`src/rtl/bcd_pkg.sv`:
```
// -----------------------------------------------------------------------------
// bcd_pkg
//   Shared widths and types for the 11-bit binary to 4-digit BCD converter.
//   BIN_W      : width of the binary operand (0..2047)
//   BCD_DIGITS : number of decimal digits produced
//   BCD_W      : packed BCD result width
// -----------------------------------------------------------------------------
package bcd_pkg;

    localparam int BIN_W      = 11;
    localparam int BCD_DIGITS = 4;
    localparam int BCD_W      = 4 * BCD_DIGITS;

    typedef logic [3:0] bcd_digit_t;

    // [3] thousands, [2] hundreds, [1] tens, [0] ones
    typedef bcd_digit_t [BCD_DIGITS-1:0] bcd4_t;

endpackage : bcd_pkg

```
`src/rtl/bcd_add3.sv`:
```
// -----------------------------------------------------------------------------
// bcd_add3
//   Double-dabble correction cell for a single BCD digit. A digit of 5 or more
//   gets 3 added so that the following left shift carries correctly into the
//   next decimal digit.
//   Ports:
//     digit_i : current 4-bit digit value
//     digit_o : corrected digit (digit_i + 3 when digit_i >= 5, else digit_i)
// -----------------------------------------------------------------------------
module bcd_add3
    import bcd_pkg::*;
(
    input  logic [3:0] digit_i,
    output logic [3:0] digit_o
);

    always_comb begin
        digit_o = digit_i;
        if (digit_i >= 4'd5) begin
            digit_o = digit_i + 4'd3;
        end
    end

endmodule : bcd_add3

```
`src/rtl/bcd_converter_11.sv`:
```
// -----------------------------------------------------------------------------
// bcd_converter_11
//   Converts an 11-bit unsigned value into a 4-digit packed BCD word using a
//   fully unrolled shift-add-3 array followed by a single output register.
//   Latency is one cycle, throughput one conversion per cycle.
//   Ports:
//     clk       : rising-edge clock
//     rst       : synchronous reset, active-high
//     A         : binary operand, sampled when in_valid=1
//     in_valid  : qualifies A
//     output11b : packed BCD {thousands, hundreds, tens, ones}; held while idle
//     out_valid : one-cycle pulse per accepted input, aligned with output11b
// -----------------------------------------------------------------------------
module bcd_converter_11
    import bcd_pkg::*;
(
    input  logic              clk,
    input  logic              rst,
    input  logic [BIN_W-1:0]  A,
    input  logic              in_valid,
    output logic [BCD_W-1:0]  output11b,
    output logic              out_valid
);

    // stage[i] is the accumulator after i input bits have been shifted in.
    bcd4_t stage [BIN_W+1];

    assign stage[0] = '0;

    genvar gi, gd;
    generate
        for (gi = 0; gi < BIN_W; gi++) begin : g_iter
            bcd4_t corr;

            // Correct every digit, then shift in the next bit (MSB first).
            // The first correction sees an all-zero accumulator and is a no-op;
            // keeping it makes every row identical.
            for (gd = 0; gd < BCD_DIGITS; gd++) begin : g_digit
                bcd_add3 u_add3 (
                    .digit_i (stage[gi][gd]),
                    .digit_o (corr[gd])
                );
            end

            // Bit 15 shifted out is always zero: the largest value, 2047,
            // only reaches 16'h2047 after the final shift.
            assign stage[gi+1] = (corr << 1) | BCD_W'(A[BIN_W-1-gi]);
        end
    endgenerate

    logic [BCD_W-1:0] bcd_d, bcd_q;
    logic             vld_d, vld_q;

    always_comb begin
        bcd_d = bcd_q;
        vld_d = in_valid;
        if (in_valid) begin
            bcd_d = stage[BIN_W];
        end
    end

    always_ff @(posedge clk) begin
        if (rst) begin
            bcd_q <= '0;
            vld_q <= 1'b0;
        end else begin
            bcd_q <= bcd_d;
            vld_q <= vld_d;
        end
    end

    assign output11b = bcd_q;
    assign out_valid = vld_q;

endmodule : bcd_converter_11

```
`config.mk`:
```
export PLATFORM = sky130hd
export DESIGN_NAME = bcd_converter_11
export DESIGN_NICKNAME = d
export VERILOG_FILES = /design/src/rtl/bcd_pkg.sv /design/src/rtl/bcd_add3.sv /design/src/rtl/bcd_converter_11.sv
export SDC_FILE = /design/constraint.sdc
export NUM_CORES = 1
export LEC_CHECK = 0
export ABC_CLOCK_PERIOD_IN_PS = 9000
export CAP_MARGIN = 20
export CORE_ASPECT_RATIO = 1.4
export CORE_MARGIN = 2
export CORE_UTILIZATION = 55
export CTS_CLUSTER_DIAMETER = 200
export DETAILED_ROUTE_END_ITERATION = 12
export GPL_TIMING_DRIVEN = 0
export HOLD_SLACK_MARGIN = 0.03
export MAX_ROUTING_LAYER = met4
export PLACE_DENSITY = 0.75
export SYNTH_ARGS = -nofsm -noshare
export SYNTH_HDL_FRONTEND = slang
export SYNTH_HIERARCHICAL = 1
export SYNTH_SLANG_ARGS = --single-unit
```
`constraint.sdc`:
```
create_clock -name clk -period 9 [get_ports clk]
set_input_delay 1.8 -clock clk [delete_from_list [all_inputs] [get_ports clk]]
set_output_delay 1.8 -clock clk [all_outputs]
set_load 0.01 [all_outputs]
```
==> flow_summary_export.csv <==
group,metric,value,unit
sta,hold_violations,0,
sta,period_minus_slack,8.52,ns
cts,cts_root_buffer,"clkbuf_16",
min_path,hp-start,"output11b[0]",
die,dieArea,9600,sq um
setup_path,crit_slowest_cell,"mux2i_1",
die,rows,40,
cts,clkTransAtPathRegs,0.05,ns
cts,cts_made_buffers,3,
global_routing,met3_usage,0.0136,
placement,post_dp_cell_area,5450,sq um
finish,fin_nets,910,
sta,fmax,117,MHz
die,die_h,115,microns
sta,whs,0.495,ns
sta,setup_viol,0,
finish,diodes,0,
cts,cts_tree,"done",
global_routing,grt_most_used_layer,"met2",
cts,hold_buffers,0,
placement,io_buffers,28,
finish,area_growth,17.8,%
sta,slew_violations,0,
setup_path,critPathMaxStageDelay,0.27,ns
finish,stdcell_count,912,
route,drt_iter0_markers,121,
yosys,ys.warnings.count,6,
min_path,hold_path_class,"flop to flop",
route,routed_wire_length_per_instance,9.39,microns
global_routing,grt_antenna_before_repair,0,
sta,finalCritPeriodShare,0.946,
cts,clock_sinks,17,
global_routing,grt_start_max_net_pins,11,
min_path,holdPathEnd,"output11b[0]",
sta,clock-skew-final,0,ns
yosys,avgSynthCellArea,6.78,sq um
setup_path,critPathRequiredTime,9.19,ns
placement,hpwlAfterDp,7.27,mm
finish,nFillCells,742,
setup_path,arrival,8.70,ns
finish,final_core_util,0.668,
finish,drive_above_1_share,0.104,
route,drc,0,
global_routing,grt_pass1_vias,4156,
setup_path,rr_worst_depth,2,
setup_path,cp-start-kind,"primary input",
route,via_count,4388,
die,start_util,0.567,
global_routing,met1_usage,0.179,
global_routing,grt_pass1_wl,15.6,mm
route,vias_per_cell,4.81,
die,core-area,8560,sq um
setup_path,critPathKind,"primary input to flop",
cts,clk_path_buf_depth,2,
min_path,worstHoldPathCells,2,
die,io_pins,31,
global_routing,grtUsageMet2,0.410,
run,drv_cap,0,
status,status,"finished clean",
yosys,synthesis.area,4850,sq um
setup_path,ff2ff_setup_slack,8.38,ns
setup_path,rr_endpoint,"output11b[13]",
global_routing,grtUsageTotal,0.186,
placement,placed_cells,898,
setup_path,reg2reg_from,"output11b[13]",
yosys,synthCells,715,
global_routing,grt_overflow,0,
setup_path,critPathCaptureType,"flop",
route,drtPass1Iterations,4,
route,postRouteAntennaNets,0,
setup_path,path_max_fanout,4,
finish,design_area,5710,sq um
cts,cts-htree-levels,1,
placement,gp_congestion,0.749,
cts,clock_latency,0.25,ns
die,fp.dieW,83.4,microns
setup_path,startpoint,"A[9]",
route,drt_wl_total,8.56,mm
[flip-flops by register name (all words and copies together), names as in the netlist]
| register | flops |
|---|---|
| output11b | 16 |
| out_valid | 1 |
[how the worst max path moves through the flow]
stage / endpoint
2_1_floorplan: output11b[2]
3_3_place_gp: output11b[2]
3_5_place_dp: output11b[2]
4_1_cts: output11b[2]
5_1_grt: output11b[6]
6_report: output11b[2]
[cell type report]
| class | instances | area, sq um | share of cell area |
|---|---|---|---|
| clock buffer | 4 | 78.8 | 0.0138 |
| multi-input combinational | 656 | 4440 | 0.776 |
| buffer | 4 | 41.3 | 0.00723 |
| inverter | 88 | 330 | 0.0578 |
| timing repair buffer | 38 | 355 | 0.0622 |
| sequential | 17 | 340 | 0.0596 |
| tap | 105 | 131 | 0.0230 |
[stage by stage]
stage               setup TNS (ns)  worst slack, ns
finish                           0            0.482
global route                -0.509           -0.143
CTS                              0           0.0567
detailed placement           -1.65           -0.394
global placement           -0.0796          -0.0796
floorplan                        0            0.964
[routing by layer]
layer / vias up / routed length [microns]
li1: 2420 / -
met1: 1941 / 3400
met2: 17 / 5010
met3: 10 / 62
met4: 0 / 95
met5: - / 0
[repair_timing]
item,CTS,global route
resized for setup,2,30
endpoints found under the setup margin,3,12
buffers inserted,2,8
pin swaps,2,9
[worst max-delay path: cells and delay by family]
kind                       cells  cell delay (ns)
xor gates and xnor gates       8             1.20
muxes                          2             0.37
buffers and inverters          9             0.85
AOI/OAI and AO/OA              8             1.64
adders and majority gates      8             1.39
and+or+nand+nor                9             1.41
[cells in the final DEF, fill, tap and decap left out]
| cell | n |
|---|---|
| nand2_1 | 165 |
| ha_1 | 88 |
| inv_1 | 84 |
| nand2b_1 | 77 |
| nor2_1 | 60 |
| mux2i_1 | 55 |
| conb_1 | 51 |
| a21oi_2 | 44 |
| xnor2_1 | 37 |
| o21ai_0 | 30 |
| o21ai_1 | 30 |
| clkdlybuf4s50_1 | 25 |
| dfxtp_1 | 17 |
| buf_4 | 10 |
| xnor2_2 | 7 |
| o21ai_2 | 5 |
| inv_2 | 4 |
| mux2i_2 | 4 |
| clkbuf_16 | 3 |
| buf_2 | 2 |
| dlymetal6s2s_1 | 2 |
| buf_6 | 1 |
| buf_12 | 1 |
| nor2b_1 | 1 |
| clkbuf_1 | 1 |
| mux2i_4 | 1 |
| o21ai_4 | 1 |
| clkbuf_2 | 1 |
Power is left out: the tool's default activity adds up to more than one toggle a clock period on the data nets, which glitch-free logic cannot reach.
